`config.mk`:
```
export PLATFORM = sky130hd
export DESIGN_NAME = if_id_stage_reg
export DESIGN_NICKNAME = d
export VERILOG_FILES = /design/src/rtl/pipe_pkg.sv /design/src/rtl/instr_hold_buf.sv /design/src/rtl/if_id_stage_reg.sv
export SDC_FILE = /design/constraint.sdc
export NUM_CORES = 1
export LEC_CHECK = 0
export ABC_AREA = 0
export ABC_CLOCK_PERIOD_IN_PS = 3400
export CAP_MARGIN = 10
export CORE_MARGIN = 3
export CORE_UTILIZATION = 40
export CTS_CLUSTER_SIZE = 25
export DETAILED_ROUTE_END_ITERATION = 10
export GPL_TIMING_DRIVEN = 0
export PLACE_DENSITY = 0.87
export RECOVER_POWER = 25
export SYNTH_ARGS = -nofsm -noshare
export SYNTH_HDL_FRONTEND = slang
export SYNTH_SLANG_ARGS = --single-unit
```
`constraint.sdc`:
```
create_clock -name clk -period 3.4 [get_ports clk]
set_input_delay 0.68 -clock clk [delete_from_list [all_inputs] [get_ports clk]]
set_output_delay 0.68 -clock clk [all_outputs]
set_load 0.05 [all_outputs]
```
`src/rtl/pipe_pkg.sv`:
```
// Shared constants for the F->D pipeline boundary of the MIPS core.
//   ST_*             : encoding of the instruction re-timing state
//   EXC_NONE         : exception code meaning "no exception"
//   DEF_*            : default reset PC, exception handler entry, bubble word
package pipe_pkg;

    localparam logic [1:0] ST_NORMAL = 2'd0;  // D shows the live IM read data
    localparam logic [1:0] ST_HELD   = 2'd1;  // D shows the captured instruction
    localparam logic [1:0] ST_SQUASH = 2'd2;  // D shows a bubble

    localparam int unsigned EXC_NONE = 0;

    localparam logic [31:0] DEF_RESET_PC     = 32'h0000_3000;
    localparam logic [31:0] DEF_HANDLER_PC   = 32'h0000_4180;
    localparam logic [31:0] DEF_BUBBLE_INSTR = 32'h0000_0000;

endpackage

```
`src/rtl/instr_hold_buf.sv`:
```
// Re-times the synchronous-read instruction memory output for the D stage.
// Ports:
//   clk, reset      : clock, synchronous active-high reset
//   stall_i         : hold D contents
//   flush_i         : exception entry, ERET or D kill this cycle
//   exc_nonzero_i   : instruction in D carries an exception
//   instr_i         : IM read data for the PC registered last edge
//   instr_o         : instruction presented to D (combinational)
module instr_hold_buf
    import pipe_pkg::*;
#(
    parameter int unsigned          INSTR_W      = 32,
    parameter logic [INSTR_W-1:0]   BUBBLE_INSTR = INSTR_W'(DEF_BUBBLE_INSTR)
) (
    input  logic               clk,
    input  logic               reset,
    input  logic               stall_i,
    input  logic               flush_i,
    input  logic               exc_nonzero_i,
    input  logic [INSTR_W-1:0] instr_i,
    output logic [INSTR_W-1:0] instr_o
);

    logic [1:0]         state_q, state_d;
    logic [INSTR_W-1:0] hold_q;

    always_comb begin
        state_d = state_q;
        if (flush_i) begin
            state_d = ST_SQUASH;
        end else if (!stall_i) begin
            state_d = ST_NORMAL;
        end else if (state_q == ST_NORMAL) begin
            // First stalled edge: the live IM data is about to go stale.
            state_d = ST_HELD;
        end
    end

    always_comb begin
        if (state_q == ST_SQUASH || exc_nonzero_i) begin
            instr_o = BUBBLE_INSTR;
        end else if (state_q == ST_HELD) begin
            instr_o = hold_q;
        end else begin
            instr_o = instr_i;
        end
    end

    // Capturing the visible word every edge means HELD re-captures itself.
    always_ff @(posedge clk) begin
        if (reset) begin
            state_q <= ST_SQUASH;
            hold_q  <= BUBBLE_INSTR;
        end else begin
            state_q <= state_d;
            hold_q  <= instr_o;
        end
    end

endmodule

```
`src/rtl/if_id_stage_reg.sv`:
```
// F->D pipeline boundary register with CP0 exception support.
// Ports:
//   clk, reset          : clock, synchronous active-high reset
//   stall               : hold D contents
//   exc_req / eret      : exception entry / ERET commit (flush D)
//   epc                 : ERET return PC
//   kill_d              : squash only the instruction entering D
//   in_pc/in_exc/in_is_cf/in_instr : F-stage values and IM read data
//   out_pc/out_exc/out_bd/out_valid/out_instr : D-stage values
//   stall_cnt           : saturating count of stalled edges
module if_id_stage_reg
    import pipe_pkg::*;
#(
    parameter int unsigned          PC_W         = 32,
    parameter int unsigned          INSTR_W      = 32,
    parameter int unsigned          EXC_W        = 5,
    parameter logic [PC_W-1:0]      RESET_PC     = PC_W'(DEF_RESET_PC),
    parameter logic [PC_W-1:0]      HANDLER_PC   = PC_W'(DEF_HANDLER_PC),
    parameter logic [INSTR_W-1:0]   BUBBLE_INSTR = INSTR_W'(DEF_BUBBLE_INSTR),
    parameter int unsigned          CNT_W        = 16
) (
    input  logic               clk,
    input  logic               reset,
    input  logic               stall,
    input  logic               exc_req,
    input  logic               eret,
    input  logic [PC_W-1:0]    epc,
    input  logic               kill_d,
    input  logic [PC_W-1:0]    in_pc,
    input  logic [EXC_W-1:0]   in_exc,
    input  logic               in_is_cf,
    input  logic [INSTR_W-1:0] in_instr,
    output logic [PC_W-1:0]    out_pc,
    output logic [EXC_W-1:0]   out_exc,
    output logic               out_bd,
    output logic               out_valid,
    output logic [INSTR_W-1:0] out_instr,
    output logic [CNT_W-1:0]   stall_cnt
);

    logic [PC_W-1:0]  pc_q,  pc_d;
    logic [EXC_W-1:0] exc_q, exc_d;
    logic             bd_q,  bd_d;
    logic             valid_q, valid_d;
    logic [CNT_W-1:0] cnt_q, cnt_d;
    logic             flush;

    assign flush = exc_req | eret | kill_d;

    always_comb begin
        pc_d    = pc_q;
        exc_d   = exc_q;
        bd_d    = bd_q;
        valid_d = valid_q;
        cnt_d   = cnt_q;
        if (exc_req) begin
            pc_d    = HANDLER_PC;
            exc_d   = EXC_W'(EXC_NONE);
            bd_d    = 1'b0;
            valid_d = 1'b0;
        end else if (eret) begin
            pc_d    = epc;
            exc_d   = EXC_W'(EXC_NONE);
            bd_d    = 1'b0;
            valid_d = 1'b0;
        end else if (kill_d) begin
            pc_d    = in_pc;
            exc_d   = EXC_W'(EXC_NONE);
            bd_d    = 1'b0;
            valid_d = 1'b0;
        end else if (!stall) begin
            pc_d    = in_pc;
            exc_d   = in_exc;
            bd_d    = in_is_cf;
            valid_d = 1'b1;
        end else if (cnt_q != '1) begin
            cnt_d = cnt_q + CNT_W'(1);
        end
    end

    always_ff @(posedge clk) begin
        if (reset) begin
            pc_q    <= RESET_PC;
            exc_q   <= EXC_W'(EXC_NONE);
            bd_q    <= 1'b0;
            valid_q <= 1'b0;
            cnt_q   <= '0;
        end else begin
            pc_q    <= pc_d;
            exc_q   <= exc_d;
            bd_q    <= bd_d;
            valid_q <= valid_d;
            cnt_q   <= cnt_d;
        end
    end

    instr_hold_buf #(
        .INSTR_W      (INSTR_W),
        .BUBBLE_INSTR (BUBBLE_INSTR)
    ) u_hold (
        .clk           (clk),
        .reset         (reset),
        .stall_i       (stall),
        .flush_i       (flush),
        .exc_nonzero_i (exc_q != EXC_W'(EXC_NONE)),
        .instr_i       (in_instr),
        .instr_o       (out_instr)
    );

    assign out_pc    = pc_q;
    assign out_exc   = exc_q;
    assign out_bd    = bd_q;
    assign out_valid = valid_q;
    assign stall_cnt = cnt_q;

endmodule
```
# Word-level counts from Yosys, hierarchy flattened
# Cells that the tools add are included.
[word_totals]
register_bits = 89
latchBits = 0
ram_bits = 0
rom_bits = 0
in_bits = 108
out_inout_bits = 87
elab_cells = 38
memories = 0
[op_classes]
add_sub_neg = 1
mul = 0
n_div = 0
order_cmp = 0
eq_ne = 6
n_shift = 0
n_mux = 8
n_bitwise = 6
n_reduce_logical = 8
[ops]
columns = ["operator", "n"]
rows = [
  ["$mux 32", 5],
  ["$add 16x1->16 const B", 1],
  ["$ne 16x16->1 const B", 1],
  ["$mux 15", 1],
  ["$reduce_and 5->1", 1],
  ["$reduce_bool 5->1", 1],
  ["$mux 2", 2],
  ["$ne 4x1->1 const B", 1],
  ["$not 1->1", 4],
  ["$reduce_or 2->1", 2],
  ["$reduce_or 4->1", 1],
  ["$ne 3x1->1 const B", 1],
  ["$reduce_or 3->1", 1],
  ["$eq 2x1->1 const B", 1],
  ["$eq 2x2->1 const B", 1],
  ["$logic_not 2->1", 1],
  ["$ne 2x1->1 const B", 1],
  ["$or 1x1->1", 2],
  ["$logic_or 1x1->1", 1],
]

# Logic depth before layout (Yosys ltp)
# Gate-level depths: netlist of run 1.
[depth]
ltp_word = 4
ltp_mapped = 7

# Cells and area by module
# Synthesis of run 1 repeated with hierarchy kept, for this count alone.
[unflattened]
hier_cells = 495
area_unflattened_um2 = 4749.6
[by_module_without_submodules]
columns = ["module", "instances", "cells_each", "area_each_um2", "seq_area_each_um2"]
rows = [
  ["if_id_stage_reg", 1, 273, 2544.9, 1101.1],
  ["instr_hold_buf", 1, 222, 2204.6, 680.7],
]

# Worst setup path after synthesis of run 1
# OpenSTA, ideal clock, no wires.
[synth_path]
kind = "register to output"
start = "reg exc_q[0] (netlist: out_exc[0])"
end = "out out_instr[10]"
arrival_ns = 2.334
path_slack_ns = 0.386
path_stages_with_launch = 6
n_path_buf = 2
path_cell_list = "dfxtp_1 -> or4_1 -> or3_1 -> clkbuf_1 -> clkbuf_1 -> nor2_1"
[synth_via]
elab_chain_len = 3
[synth_rtl]
columns = ["item", "line_no", "source"]
rows = [
  ["start, declared", "if_id_stage_reg.sv:42", "logic [EXC_W-1:0] exc_q, exc_d;"],
  ["start signal, assigned", "if_id_stage_reg.sv:84", "exc_q <= EXC_W'(EXC_NONE);"],
  ["$reduce_bool 5->1", "if_id_stage_reg.sv:105", ".exc_nonzero_i (exc_q != EXC_W'(EXC_NONE)),"],
  ["$logic_or 1x1->1", "instr_hold_buf.sv:40", "if (state_q == ST_SQUASH || exc_nonzero_i) begin"],
  ["$mux 32", "instr_hold_buf.sv:40", ""],
  ["end, declared", "if_id_stage_reg.sv:37", "output logic [INSTR_W-1:0] out_instr,"],
]
# Every way passes these cells.

# Worst setup path in the final report of run 1
[layout_path]
start = "reg exc_q[0] (netlist: out_exc[0])"
end = "out out_instr[30]"
# The elaborated chain is that of the path after synthesis.

==> impl_results.md, run 1 <==
* Area of the die at 0.0107 mm^2
* Most frequent CP cell: clkbuf_1
* Share of synthesized cell area in and, or, nand and nor gates at 0.185
* Number of pins exceeding their max-slew limit in the final report at 0
* Number of setup violations in the final report at 0
* Core area at 0.00898 mm^2
* Die Span Y at about 100 um
* Slew at the pin closest to its max-slew limit at approximately 800 ps
* Net Count, Synth at approximately 530
* Max cap viols at 0
* Leftover overflow at the end of global routing at 0
* Via density at a little over 5
* Share of synthesized area occupied by flip-flops and latches at 0.468
* Final hold violation count at 0
* Data required, critical path at around 2700 ps
* Data arrival time at the worst-slack endpoint at around 2600 ps
* Longest individual stage delay on the worst path at about 520 ps
* Category of the critical setup timing path: reg -> out
* Post-detailed-routing wire length at about 12000 um
* Average wire length per cell after detail routing at approximately 15 um
* Area share of the leading cell type in the synthesized netlist at 0.468
* Leading area contributor after synthesis: dfxtp_1
* Async set-or-reset flop fraction in the synthesized netlist at 0
* FF+latch count, synth at about 90
* Placement Setup Slack at just over 90 ps
* Horizontal die dimension at a little over 100 um
* Commonest cells post-synth: nor2_1, dfxtp_1, mux2i_1, clkbuf_1, a211oi_1
* RD Place Congestion at a little over 0.8
* Number of buffer cells added on primary ports at about 190
* Number of vias after detailed routing at roughly 3800
* Capturing element type of the critical path: primary output
* CP Launch Type: flip-flop
* Most frequently used cell type in the post-synthesis netlist: nor2_1
* Clock latency on the worst-skew pair at 350 ps
* Slowest-stage cell, CP: or4_1
* Worst slew margin at 0.456
* Most frequently used flop master after synthesis: dfxtp_1
* Number of I/O pins at 195
* Number of fill cells in the layout at 719
* PwrDens at about 380 mW/mm^2
* Total cell area at the placement stage at 0.00590 mm^2
* Post-Route Skew at about 14 ps
* Netlist Area Pre-Place at approximately 0.0038 mm^2
* Clock tree from TritonCTS: built
* DRC violation total after the first TritonRoute iteration at around 160
* Site Rows at 34
* Final worst setup slack at approximately 120 ps
* Peak clock frequency supported by timing at 0.305 GHz
* Setup_tns at 0 ps
* # DRC at 0
* Leak Pwr at 2.43 nW
* Buf/Inv on CP at 3
* YS warnings at 0
* Crit-path cells: or4_1, or3_1, clkbuf_1, clkbuf_1, nor2_1, clkdlybuf4s15_1
* Synthesis-to-finish area growth at 57.5%
* Crit share post-route at 0.965
* Layout Cell Area excl Fill at approximately 0.0060 mm^2
* Dominant combinational cell family by area after synthesis: multiplexers
* XOR/XNOR share of the synthesized area at 0.00230
* Outcome: finished, final reports clean
* Hold/Removal Path Class: reg -> reg
* CTS H-tree lvls at 3
* Initial DRT Pass Iterations at 4
* Maximum vdd drop at around 0.00026 V
* Antenna diode count at 0
* CTS Buf Count at 9
* Fraction of layout instances using a drive strength above 1 at 0.0702
* Gate Count Post-Synth at about 420
* Clock-pin slew of the registers on the worst-case setup and hold paths at about 80 ps
* Number of sinks driven by the clock tree at 89
* Distinct cells, synth at 36
* Number of enable-type register cells in the synthesized netlist at 0
* Clock period minus final worst setup slack at 3280 ps
* Setup repair after global routing missed its margin: no
* Avg Synthesized Cell Area at ~9.1 um^2
* Total routing resource utilization after global routing at 0.212
* Number of global-route vias before repair at about 3900
* Critical path's top delay family: simple AND/OR/NAND/NOR gates
* Largest net degree at the start of global routing at 17
* DRT antenna net count at 0
* Clock buffer depth at 2
* Largest cells by area after synthesis: dfxtp_1, mux2i_1, nor2_1, a211oi_1, clkbuf_1
* Root Buffer: clkbuf_8
* Max Fanout on Critical Path at 10
* Mux share of post-synthesis cell area at 0.187
* First-pass GRT wire length at about 19000 um
* Post-synthesis compound-gate area fraction at 0.116
* Count of hold buffers inserted by post-cts repair at 0
* Non-filler cells, final at around 750
* Number of nets at the end of the flow at roughly 730
* Initial cell density of the core at 0.424
* Synthesized-area fraction occupied by adder cells at 0.00329
* Cell Count Post-Placement at 736
* Initial antenna violation count at 0
* Placed wire-length estimate after detailed placement at about 9200 um
[cell usage in the layout, fill, tap and decap left out, types with 5 or more instances in the layout]
master and n:
o31ai_1 6, a211oi_1 27, nand4_1 6, nor2_1 101, clkbuf_1 29, clkbuf_8 9
a21oi_1 16, or3_1 7, clkdlybuf4s15_1 5, o21ai_1 5, nand2_1 9, dlygate4sd3_1 32
clkbuf_2 25, clkdlybuf4s50_1 129, dfxtp_1 89, or4_1 7, mux2i_1 71
[cell type report]
type | count | area (um^2) | area share
multi-input combinational | 293 | 1870 | 0.312
timing repair buffer | 194 | 1820 | 0.303
sequential | 89 | 1780 | 0.297
tap | 126 | 158 | 0.0263
buffer | 32 | 130 | 0.0217
clock buffer | 9 | 124 | 0.0207
clock inverter | 7 | 103 | 0.0171
inverter | 3 | 11.3 | 0.00188
[worst register-to-register path: cells and delay by family, from the launching register on]
kind                   cells  cell delay [ps]
DFF                        1              340
buffers and inverters      3              580
and+or+nand+nor            4             1230
[registers in the layout, summed over array words and instances (netlist names)]
register	count
out_valid	1
out_bd	1
u_hold.hold_q	32
out_exc	5
u_hold.state_q	2
out_pc	32
stall_cnt	16
[cell families after synthesis]
kind of cell             Yosys count
AND/OR/NAND/NOR                  154
XOR/XNOR                           1
AO/OA/AOI/OAI                     66
buffers and inverters             35
flip-flops                        89
adder cells (fa/ha/maj)            1
multiplexers                      71
[path summary, 6_finish.rpt]
kind	start	to	slack [ps]	cells after the start
hold reg to reg	out_valid	out_valid	460	2
hold / removal	out_valid	out_valid	460	2
setup reg to reg	out_exc[0]	u_hold.hold_q[25]	1200	7
setup / recovery	out_exc[0]	out_instr[30]	120	6
[power breakdown]
part | internal, mW | switching, mW | total (mW) | leakage, nW
Sequential | 1.07 | 0.0121 | 1.08 | 0.723
Combinational | 0.188 | 0.202 | 0.390 | 1.60
Clock | 0.422 | 0.388 | 0.810 | 0.110
[routing by layer]
metal / vias up / share of wire / GRT usage
li1: 1885 / - / -
met3: 16 / 0.093 / 0.0784
met2: 165 / 0.50 / 0.371
met5: - / 0 / 0
met1: 1765 / 0.40 / 0.241
met4: 0 / 0.016 / 0.0617
[timing repair]
action	CTS	global route
cloned	0	0
gates resized for setup	32	53
endpoints found under the setup margin	31	30
hold endpoints to repair	0	0
setup buffers	0	0
[per-stage QoR]
stage	util	power [mW]	hold slack, ps
global route	0.668	2.36	501
finish	0.668	2.28	459
CTS	0.678	2.31	467
global placement	0.657	1.50	441
detailed placement	0.657	1.51	453
floorplan	-	1.30	445
(Power assumes the default switching activity.)
==> inputs of run 2 (changes only) <==
Settings changed: SKIP_CTS_REPAIR_TIMING set to 1.
==> run 2 against run 1 <==
Compared with the run above:
- sequential share of layout area decreased by 0.96 points
- final cell count unchanged
- critical path depth unchanged
- non-clock buffer count unchanged
- first-iteration DRC count decreased by 11%
- critical endpoint is now out_instr[6]
==> impl_results.md, run 2 (synthesized netlist as in run 1, its figures left out) <==
* Number of setup violations in the final report at 0
* Antenna diode count at 0
* Number of fill cells in the layout at just under 700
* Clock latency on the worst-skew pair at ~340 ps
* Area of the die at approximately 0.011 mm^2
* Commonest cells after routing, fill and taps aside: clkdlybuf4s50_1, nor2_1, dfxtp_1
* Register share of total power at 0.473
* Clock-pin slew of the registers on the worst-case setup and hold paths at roughly 90 ps
* Max cap viols at 0
* Internal power component at about 1.7 mW
* Maximum vdd drop at between 0.0002 and 0.0003 V
* Largest net degree at the start of global routing at 17
* Number of nets at the end of the flow at approximately 730
* Clock buffer depth at 2
* CTS H-tree lvls at 3
* Fraction of power spent switching nets at 0.264
* Placed wire-length estimate after detailed placement at a little over 9000 um
* Post-detailed-routing wire length at roughly 12000 um
* Crit share post-route at 0.967
* Crit-path cells: or4_1, or3_1, clkbuf_1, clkbuf_1, nor2_1, dlymetal6s2s_1
* Peak clock frequency supported by timing at 0.304 GHz
* Core area at ~0.009 mm^2
* Power spent charging and discharging nets at roughly 600 uW
* DRT antenna net count at 0
* PwrDens at between 300 and 400 mW/mm^2
* Initial DRT Pass Iterations at 4
* Site Rows at 34
* Via density at 5.13
* Buf/Inv on CP at 3
* Overall power after layout at between 2 and 2.5 mW
* Data required, critical path at about 2700 ps
* Worst slew margin at 0.443
* Synthesis-to-finish area growth at 62.7%
* Number of global-route vias before repair at 3864
* RD Place Congestion at about 0.8
* Number of buffer cells added on primary ports at approximately 190
* Longest individual stage delay on the worst path at roughly 520 ps
* Leak Pwr at 2.96 nW
* Critical path's top delay family: simple AND/OR/NAND/NOR gates
* Initial cell density of the core at 0.424
* Initial antenna violation count at 0
* Horizontal die dimension at just over 100 um
* Fraction of layout instances using a drive strength above 1 at 0.0319
* Most common cell after layout, fill and taps aside: clkdlybuf4s50_1
* Leftover overflow at the end of global routing at 0
* Die Span Y at between 100 and 150 um
* Slew at the pin closest to its max-slew limit at between 800 and 900 ps
* CP Launch Type: flip-flop
* Fin util at 0.691
* CTS Buf Count at 9
* Data arrival time at the worst-slack endpoint at between 2000 and 3000 ps
* Hold/Removal Path Class: reg -> reg
* Post-Route Skew at around 11 ps
* # DRC at 0
* Slowest-stage cell, CP: or4_1
* Average wire length per cell after detail routing at between 15 and 20 um
* Part of the power in the clock network at 0.354
* Number of I/O pins at a little under 200
* Number of pins exceeding their max-slew limit in the final report at 0
* First-pass GRT wire length at 18900 um
* Final hold violation count at 0
* Most frequent CP cell: clkbuf_1
* Clock period minus final worst setup slack at between 3000 and 4000 ps
* Clock tree from TritonCTS: built
* Category of the critical setup timing path: reg -> out
* Root Buffer: clkbuf_8
* Number of sinks driven by the clock tree at 89
* Outcome: finished, final reports clean
* DRC violation total after the first TritonRoute iteration at ~140
* Gate power share at 0.173
* Number of vias after detailed routing at 3861
* Capturing element type of the critical path: primary output
* Max Fanout on Critical Path at 10
* Total routing resource utilization after global routing at 0.212
[run 2: path summary, 6_finish.rpt]
kind	slack (ps)	cells past startpoint	from	to
setup / recovery	110	6	out_exc[0]	out_instr[6]
hold reg to reg	460	2	out_valid	out_valid
hold / removal	460	2	out_valid	out_valid
setup reg to reg	1180	7	out_exc[0]	u_hold.hold_q[27]
[run 2: worst register-to-register path, cell delays in order (launching register included)]
cell and delay [ps]:
dfxtp_1 340, or4_1 520, or3_1 320, clkbuf_1 180, or2_1 230, clkbuf_1 150
clkbuf_1 260, nor2_1 170
[run 2: per-layer routing]
| layer | part of all wire | global-route usage | vias up |
|---|---|---|---|
| li1 | - | - | 1885 |
| met5 | 0 | 0 | - |
| met4 | 0.020 | 0.0617 | 0 |
| met3 | 0.096 | 0.0796 | 20 |
| met2 | 0.50 | 0.371 | 175 |
| met1 | 0.39 | 0.241 | 1781 |
[run 2: area by class of cell]
cell class | count | area (um^2) | share of cell area
Sequential cell | 89 | 1780 | 0.287
Inverter | 3 | 11.3 | 0.00182
Tap cell | 126 | 158 | 0.0254
Timing Repair Buffer | 194 | 2020 | 0.325
Multi-Input combinational cell | 293 | 1870 | 0.302
Clock buffer | 9 | 124 | 0.0200
Clock inverter | 7 | 103 | 0.0166
Buffer | 32 | 130 | 0.0210
[run 2: through the flow]
step	hold WS [ps]	cells	instance area, um^2	worst slack, ps	TNS, ps
4_1_cts	467	752	6120	-293	-6550
3_5_place_dp	453	736	5900	91.6	0
3_3_place_gp	441	736	5900	132	0
6_report	459	753	6200	112	0
2_1_floorplan	445	417	3810	386	0
5_1_grt	501	753	6200	-22.7	-32.0
[run 2: power by group through the flow]
stage          combinational [mW]  sequential, mW  clock (mW)
2_1_floorplan               0.116            1.18           0
3_3_place_gp                0.397            1.10           0
3_5_place_dp                0.402            1.10           0
4_1_cts                     0.404            1.08       0.830
5_1_grt                     0.419            1.08       0.866
6_report                    0.394            1.08       0.809
